### src/rtl/shift_arb.sv
// shift_arb: round-robin arbiter and sequencer sharing one variable shifter between two requesters.
// Optional macro SHIFT_ARB_CLAMP_EN: clamp amounts above W to W instead of rejecting them.
module shift_arb #(
  parameter int W   = 32,
  parameter int AW  = 6,
  parameter int LAT = 1
) (
  input  logic          clk,
  input  logic          clr,
  input  logic          req0_valid,
  output logic          req0_ready,
  input  logic          req0_dir,
  input  logic [AW-1:0] req0_amt,
  input  logic [W-1:0]  req0_data,
  input  logic          req1_valid,
  output logic          req1_ready,
  input  logic          req1_dir,
  input  logic [AW-1:0] req1_amt,
  input  logic [W-1:0]  req1_data,
  output logic          rsp0_valid,
  input  logic          rsp0_ready,
  output logic          rsp1_valid,
  input  logic          rsp1_ready,
  output logic [W-1:0]  rsp_data,
  output logic          rsp_err,
  output logic          busy,
  output logic          sh_en,
  output logic          sh_dir,
  output logic [AW-1:0] sh_amt,
  output logic [W-1:0]  sh_in,
  input  logic [W-1:0]  sh_q
);

  typedef enum logic [1:0] {
    IDLE  = 2'd0,
    ISSUE = 2'd1,
    WAIT  = 2'd2,
    RESP  = 2'd3
  } state_t;

  localparam logic [AW-1:0] AMT_MAX  = AW'(W);
  localparam logic [1:0]    CNT_LOAD = 2'(LAT - 1);

`ifdef SHIFT_ARB_CLAMP_EN
  localparam logic CLAMP_EN = 1'b1;
`else
  localparam logic CLAMP_EN = 1'b0;
`endif

  state_t        state_r, state_s;
  logic [1:0]    cnt_r;
  logic          rr_r, gnt_r;
  logic          gnt_s, grant_s, gnt_n_s, hs_s, amt_bad_s;
  logic          sel_dir_s;
  logic [AW-1:0] sel_amt_s, issue_amt_s;
  logic [W-1:0]  sel_data_s;
  logic          busy_r, sh_en_r, rsp0_valid_r, rsp1_valid_r, rsp_err_r, sh_dir_r;
  logic [AW-1:0] sh_amt_r;
  logic [W-1:0]  sh_in_r, rsp_data_r;

  // Round-robin grant in IDLE; nothing is granted while clr is high since it would be lost.
  always_comb begin
    gnt_s   = rr_r;
    grant_s = 1'b0;
    if (state_r == IDLE && !clr) begin
      if (rr_r ? req1_valid : req0_valid) begin
        gnt_s   = rr_r;
        grant_s = 1'b1;
      end else if (rr_r ? req0_valid : req1_valid) begin
        gnt_s   = ~rr_r;
        grant_s = 1'b1;
      end else begin
        gnt_s   = rr_r;
        grant_s = 1'b0;
      end
    end else begin
      gnt_s   = rr_r;
      grant_s = 1'b0;
    end
  end

  // Operand mux for the winner plus amount legality and the response handshake.
  always_comb begin
    sel_dir_s  = gnt_s ? req1_dir  : req0_dir;
    sel_amt_s  = gnt_s ? req1_amt  : req0_amt;
    sel_data_s = gnt_s ? req1_data : req0_data;
    amt_bad_s  = (sel_amt_s > AMT_MAX);
    if (amt_bad_s) begin
      issue_amt_s = AMT_MAX;
    end else begin
      issue_amt_s = sel_amt_s;
    end
    gnt_n_s = grant_s ? gnt_s : gnt_r;
    hs_s    = gnt_r ? rsp1_ready : rsp0_ready;
  end

  // Next-state logic for the sequencer.
  always_comb begin
    state_s = state_r;
    case (state_r)
      IDLE: begin
        if (grant_s) begin
          if (amt_bad_s && !CLAMP_EN) begin
            state_s = RESP;
          end else begin
            state_s = ISSUE;
          end
        end else begin
          state_s = IDLE;
        end
      end
      ISSUE: state_s = WAIT;
      WAIT: begin
        if (cnt_r == 2'd0) begin
          state_s = RESP;
        end else begin
          state_s = WAIT;
        end
      end
      RESP: begin
        if (hs_s) begin
          state_s = IDLE;
        end else begin
          state_s = RESP;
        end
      end
      default: state_s = IDLE;
    endcase
  end

  // State, arbitration pointer, latency counter and all registered outputs.
  always_ff @(posedge clk) begin
    if (clr) begin
      state_r      <= IDLE;
      cnt_r        <= 2'd0;
      rr_r         <= 1'b0;
      gnt_r        <= 1'b0;
      busy_r       <= 1'b0;
      sh_en_r      <= 1'b0;
      rsp0_valid_r <= 1'b0;
      rsp1_valid_r <= 1'b0;
      rsp_err_r    <= 1'b0;
      rsp_data_r   <= '0;
      sh_dir_r     <= 1'b0;
      sh_amt_r     <= '0;
      sh_in_r      <= '0;
    end else begin
      state_r      <= state_s;
      busy_r       <= (state_s != IDLE);
      sh_en_r      <= (state_s == ISSUE);
      rsp0_valid_r <= (state_s == RESP) && (gnt_n_s == 1'b0);
      rsp1_valid_r <= (state_s == RESP) && (gnt_n_s == 1'b1);
      if (grant_s) begin
        gnt_r <= gnt_s;
        rr_r  <= ~gnt_s;
      end
      // Shifter operands only move when a request is actually issued.
      if (grant_s && state_s == ISSUE) begin
        sh_dir_r <= sel_dir_s;
        sh_amt_r <= issue_amt_s;
        sh_in_r  <= sel_data_s;
      end
      if (grant_s && state_s == RESP) begin
        rsp_data_r <= '0;
        rsp_err_r  <= 1'b1;
      end
      if (state_r == ISSUE) begin
        cnt_r <= CNT_LOAD;
      end else if (state_r == WAIT && cnt_r != 2'd0) begin
        cnt_r <= cnt_r - 2'd1;
      end
      if (state_r == WAIT && cnt_r == 2'd0) begin
        rsp_data_r <= sh_q;
        rsp_err_r  <= 1'b0;
      end
    end
  end

  assign req0_ready = grant_s && (gnt_s == 1'b0);
  assign req1_ready = grant_s && (gnt_s == 1'b1);
  assign rsp0_valid = rsp0_valid_r;
  assign rsp1_valid = rsp1_valid_r;
  assign rsp_data   = rsp_data_r;
  assign rsp_err    = rsp_err_r;
  assign busy       = busy_r;
  assign sh_en      = sh_en_r;
  assign sh_dir     = sh_dir_r;
  assign sh_amt     = sh_amt_r;
  assign sh_in      = sh_in_r;

endmodule

### config.mk
export PLATFORM = sky130hd
export DESIGN_NAME = shift_arb
export DESIGN_NICKNAME = d
export VERILOG_FILES = /design/src/rtl/shift_arb.sv
export SDC_FILE = /design/constraint.sdc
export NUM_CORES = 1
export LEC_CHECK = 0
export CELL_PAD_IN_SITES_DETAIL_PLACEMENT = 0
export CELL_PAD_IN_SITES_GLOBAL_PLACEMENT = 1
export CORE_MARGIN = 8
export CORE_UTILIZATION = 28
export CTS_CLUSTER_DIAMETER = 30
export CTS_CLUSTER_SIZE = 16
export DETAILED_ROUTE_END_ITERATION = 7
export PLACE_DENSITY = 0.87
export SETUP_SLACK_MARGIN = 0.1
export SLEW_MARGIN = 20
export SYNTH_ARGS = -nofsm -noshare
export SYNTH_HDL_FRONTEND = slang
export SYNTH_SLANG_ARGS = --single-unit
### constraint.sdc
create_clock -name clk -period 2.5 [get_ports clk]
set_input_delay 0.375 -clock clk [delete_from_list [all_inputs] [get_ports clk]]
set_output_delay 0.375 -clock clk [all_outputs]
set_load 0.03 [all_outputs]
==> results_dict.tcl, run 1 <==
set metrics [dict create \
    run_status "finished clean" \
    finish.net_count 640 \
    avgSynthCellArea_sq_um 10.50 \
    finalCritPeriodShare 0.8868 \
    die_h_microns 126.4 \
    largest_net_degree_at_the_start_of_global_routing 39 \
    post-dp-hpwl_mm 8.887 \
    largest_family_of_logic_cells_by_synthesized_area "multiplexers" \
    crit_path_cell_trace "clkdlybuf4s50_1 > or4_1 > o21ai_0 > buf_4 > nor2_1 > nor3_4 > buf_12 > a22o_1" \
    hold_slack_ns 0.4552 \
    place_worst_setup_slack_ns -0.06563 \
    critical_path_peak_fanout 32 \
    clock_latency_ns 0.34 \
    simple_gate_share_of_the_synthesized_area 0.09094 \
    wire_per_inst_microns 16.55 \
    final.min_clock_period_ns 2.217 \
    worst-endpoint-required_ns 2.78 \
    yosys.area_share.xor_xnor 0 \
    clock-root-buffer "clkbuf_16" \
    data_arrival_critical_path_ns 2.50 \
    gp_congestion 0.7824 \
    timing.final.ws_setup_ns 0.2830 \
    place.port_buffers 193 \
    ios 194 \
    synth.cell_area_sq_um 3412 \
    grtUsageTotal 0.1384 \
    num-fill-cells 1117 \
    synth_edf_count 0 \
    via_count 3164 \
    drt_first_pass_iters 4 \
    hold_fix_buffers_cts 0 \
    setup.worst_path.class "input port to flop" \
    power_density_nw_per_um2 732.7 \
    synth_async_sr_flop_share 0 \
    tritoncts_clock_tree "yes" \
    floorplan.initialDensity 0.2853 \
    cpPeakStageDelay_ns 0.54 \
    grt_first_pass_wirelength_mm 17.72 \
    synth_adder_area_share 0.003667 \
    dieArea_sq_um 15970 \
    register_to_register_setup_slack_ns 0.53 \
    ctsLongestPathBuffers 2 \
    die_w_microns 126.4 \
    hold_class "flop to flop" \
    clock-sinks 82 \
    routed_via_density 4.687 \
    synth_flop_cell "dfxtp_1" \
    synth.lib_cells_used.distinct 40 \
    cts_max_level 3 \
    worstSetupEndpointType "flop" \
    core_area_sq_um 11960 \
    syn_to_final_growth_pct 71.69 \
    final-hold-violation-count 0 \
    cts_repair_resize_count 0 \
    place_area_sq_um 5545 \
    relSlewSlack 0.7117 \
    ys.warnings.count 0 \
    max_freq_mhz 451.1 \
    synth.area.mux_share 0.2123 \
    ys_ff_latch 82 \
    grt_pass1_vias 3437 \
    yosysSeqAreaShare 0.4811 \
    layout.cells.most_common "clkdlybuf4s50_1" \
    core.rowCount 40 \
    setup_violating_endpoint_count_in_the_final_report 0 \
    leakagePower_nw 2.540 \
    finalClockSkew_ns 0.01036 \
    syn_inst 325 \
    routed_wirelength_mm 11.17 \
    number_of_clock_buffers_inserted_by_tritoncts 9 \
    layout.cells.most_common_list "191 x clkdlybuf4s50_1, 82 x dfxtp_1, 69 x mux2i_1" \
    grt_overflow_total 0 \
    worst_path_max_delay_cell "or4_1" \
    design_area_sq_um 5858 \
    synth_fp_nets 442 \
    vdd_ir_drop_max_v 0.0003029 \
    clk_transition_reported_paths_ns 0.06 \
    antenna_found_initial 0 \
    rsz0062_at_grt "no" \
    first_iter_violations 116 \
    tightestPinTransition_ns 0.4319 \
    drv_slew 0 \
    start_kind "input port" \
    synth_compound_gate_area_share 0.1591 \
    cts.repair_timing.setup_buffer_count 0 \
    ant_nets 0 \
    final_layout_size_suffix_gt1_frac 0.07955 \
    insertedDiodeCount 0 \
    drc 0 \
    timing.max_cap.violations 0 \
]
[layout make-up]
type	instances	area (sq um)	share of cell area
multi-input combinational	209	1594	0.2721
inverter	13	48.80	0.008330
clock buffer	11	252.7	0.04314
tap	147	183.9	0.03140
sequential	82	1642	0.2802
clock inverter	5	60.06	0.01025
timing repair buffer	208	2077	0.3545
[path summary, 6_finish.rpt]
check | from | to | cells past startpoint
setup / recovery | req1_amt[4] | rsp_data[5] | 8
hold / removal | sh_in[31] | sh_in[31] | 2
setup reg to reg | state_r[0] | sh_in[2] | 7
hold reg to reg | sh_in[31] | sh_in[31] | 2
[state kept, by name, summed over array words and instances (netlist names), 2 cells and up]
| signal | count |
|---|---|
| cnt_r | 2 |
| rsp_data | 32 |
| sh_amt | 6 |
| sh_in | 32 |
| state_r | 2 |
[metrics by stage]
stage / setup TNS, ns / utilization / cells / total power, mW
finish: 0 / 0.4897 / 675 / 4.292
global route: 0 / 0.4897 / 675 / 4.490
CTS: 0 / 0.4897 / 675 / 4.358
detailed placement: -2.782 / 0.4636 / 659 / 2.964
global placement: -2.465 / 0.4636 / 659 / 2.937
floorplan: 0 / - / 325 / 2.341
[critical path: cells and delay by family]
family,cells,cell delay (ns)
and+or+nand+nor,3,0.81
AOI/OAI and AO/OA,2,0.50
buffers and inverters,3,0.80
[kinds of logic (layout without fill, tap and decap cells)]
logic type / Yosys count / count (layout)
compound gates: 69 / 69
fa+ha+maj: 1 / 1
buf+inv: 34 / 237
flops: 82 / 82
mux: 71 / 71
simple gates: 68 / 68
[where the power goes]
group          switching [mW]  leakage [nW]  internal [mW]
Combinational           0.694          1.72          0.661
Clock                   0.541         0.152          0.832
Sequential             0.0978         0.670           1.47
[layer usage]
| metal | vias to the layer above | routed length [microns] | global-route usage |
|---|---|---|---|
| li1 | 1565 | - | - |
| met1 | 1476 | 4008 | 0.1286 |
| met2 | 104 | 5840 | 0.2516 |
| met3 | 19 | 1052 | 0.06619 |
| met4 | 0 | 269 | 0.06299 |
| met5 | - | 0 | 0 |
[Yosys cell counts (3+ instances only)]
cell type	number	share of area
dfxtp_1	82	0.48
mux2i_1	69	0.20
nand2_1	45	0.050
a22o_1	32	0.082
a21oi_1	11	0.016
inv_1	11	0.012
clkbuf_1	8	0.0088
nor2_1	8	0.0088
buf_4	7	0.015
a31oi_1	4	0.0073
o21ai_0	4	0.0059
o32ai_1	4	0.010
buf_2	3	0.0044
buf_6	3	0.0099
nor4_1	3	0.0055
(Power assumes the default switching activity.)
==> run 2: changes to the inputs <==
CORE_ASPECT_RATIO = 0.6   (was unset)
==> run 2 against run 1 <==
  * Clock-buffer cell count decreased by 1
  * Maximum frequency decreased by 4.4%
  * First-iteration DRC count increased by 32%
  * Design area increased by 1.6%
  * Combinational power increased by 3%
  * Clock power increased by 7%
  * Critical path depth decreased by 1
==> results_dict.tcl, run 2 (same netlist as run 1, synthesis figures left out) <==
set metrics [dict create \
    run_status "finished clean" \
    finish.net_count 645 \
    cpPeakStageDelay_ns 0.58 \
    cts.repair_timing.setup_buffer_count 0 \
    die_w_microns 158.5 \
    largest_net_degree_at_the_start_of_global_routing 34 \
    first_iter_violations 153 \
    tightestPinTransition_ns 0.5526 \
    max_freq_mhz 431.1 \
    leakagePower_nw 2.579 \
    met1_usage_in_global_routing 0.1727 \
    final.min_clock_period_ns 2.320 \
    start_kind "input port" \
    drv_slew 0 \
    worstSetupEndpointType "flop" \
    grt_pass1_vias 3266 \
    rsz0062_at_grt "no" \
    num-fill-cells 1053 \
    setup.worst_path.class "input port to flop" \
    worst-endpoint-required_ns 2.77 \
    hold_path_depth 2 \
    drt_first_pass_iters 5 \
    post-dp-hpwl_mm 9.171 \
    crit-reg2reg-capture "rsp_data[5]" \
    final-seq-area_sq_um 1642 \
    multi_input_logic_area_sq_um 1594 \
    syn_to_final_growth_pct 74.48 \
    vdd_ir_drop_max_v 0.0002856 \
    finalNonFillerCells 698 \
    finalCritPeriodShare 0.9279 \
    worst_r2r_startpoint "state_r[0]" \
    ios 194 \
    final_core_utilization 0.4967 \
    place_worst_setup_slack_ns -0.1189 \
    power_density_nw_per_um2 742.3 \
    grtUsageTotal 0.1394 \
    crit_path_cell_trace "clkdlybuf4s50_1 > or4_1 > o21ai_0 > and4bb_2 > nor3_4 > buf_12 > a22o_1" \
    timing.final.ws_setup_ns 0.1803 \
    core.rowCount 31 \
    wire_per_inst_microns 16.40 \
    hold_class "flop to flop" \
    clock-root-buffer "clkbuf_16" \
    ctsLongestPathBuffers 2 \
    ant_nets 0 \
    timing.max_cap.violations 0 \
    cts_repair_resize_count 0 \
    routed_via_density 4.569 \
    clock-sinks 82 \
    placed_cells_incl_taps 682 \
    critical_path_peak_fanout 32 \
    number_of_clock_buffers_inserted_by_tritoncts 9 \
    relSlewSlack 0.6277 \
    layout.cells.most_common_list "191 x clkdlybuf4s50_1, 82 x dfxtp_1, 69 x mux2i_1" \
    grtUsageMet3 0.08436 \
    routed_wirelength_mm 11.44 \
    cts_max_level 3 \
    place.port_buffers 193 \
    final_layout_size_suffix_gt1_frac 0.08818 \
    worst_path_max_delay_cell "or4_1" \
    place_area_sq_um 5618 \
    register_to_register_setup_slack_ns 0.47 \
    crit_end "rsp_data[5]" \
    crit_start "req0_amt[0]" \
    grt_util_met2 0.2009 \
    layout.cells.most_common "clkdlybuf4s50_1" \
    drc 0 \
    clock_latency_ns 0.33 \
    design_area_sq_um 5953 \
    hold_slack_ns 0.4597 \
    grt_overflow_total 0 \
    grt-busiest-layer "met2" \
    finalClockSkew_ns 0.006784 \
    insertedDiodeCount 0 \
    floorplan.initialDensity 0.2847 \
    data_arrival_critical_path_ns 2.59 \
    grt_first_pass_wirelength_mm 17.44 \
    tritoncts_clock_tree "yes" \
    via_count 3189 \
    hold_fix_buffers_cts 0 \
    setup_violating_endpoint_count_in_the_final_report 0 \
    dieArea_sq_um 16090 \
    clk_transition_reported_paths_ns 0.06 \
    die_h_microns 101.5 \
    core_area_sq_um 11990 \
    worstHoldStart "sh_in[22]" \
    final-hold-violation-count 0 \
    gp_congestion 0.8764 \
    antenna_found_initial 0 \
    reg2reg_depth 6 \
]
## run 2: critical path: cells and delay by family
kind	cells	cell delay, ns
and+or+nand+nor	3	1.12
buffers and inverters	2	0.64
AOI/OAI and AO/OA	2	0.44
## run 2: worst min-delay path by stage
| stage | end | slack [ns] |
|---|---|---|
| 6_report | sh_in[22] | 0.46 |
| 5_1_grt | sh_in[22] | 0.48 |
| 4_1_cts | sh_in[22] | 0.46 |
| 3_5_place_dp | sh_in[22] | 0.45 |
| 3_3_place_gp | sh_in[21] | 0.44 |
| 2_1_floorplan | gnt_r | 0.49 |
## run 2: power by group
part	total [mW]	switching [mW]	internal, mW
sequential	1.56	0.0978	1.47
clock	1.47	0.553	0.914
combinational	1.39	0.710	0.678
## run 2: area by class of cell
class | instances | share of cell area
clock inverters | 6 | 0.01618
inverters | 13 | 0.008197
well taps | 165 | 0.03468
flip-flops and latches | 82 | 0.2757
repair buffers | 213 | 0.3573
multi-input cells | 209 | 0.2678
clock buffers | 10 | 0.04014
## run 2: routing by layer
layer,vias to the layer above,part of all wire,routed length [microns]
li1,1584,-,-
met1,1445,0.45,5134
met2,152,0.41,4681
met3,8,0.14,1558
met4,0,0.0060,69
met5,-,0,0
## run 2: through the flow
stage / setup TNS (ns) / total power, mW
6_report: 0 / 4.419
5_1_grt: 0 / 4.638
4_1_cts: 0 / 4.481
3_5_place_dp: -5.225 / 2.990
3_3_place_gp: -1.371 / 2.966
2_1_floorplan: 0 / 2.341
==> run 3: changes to the inputs <==
CTS_CLUSTER_SIZE = unset   (was 16)
==> results of run 3 <==
Same layout as run 2: the final DEF is identical, and so are final timing and power.
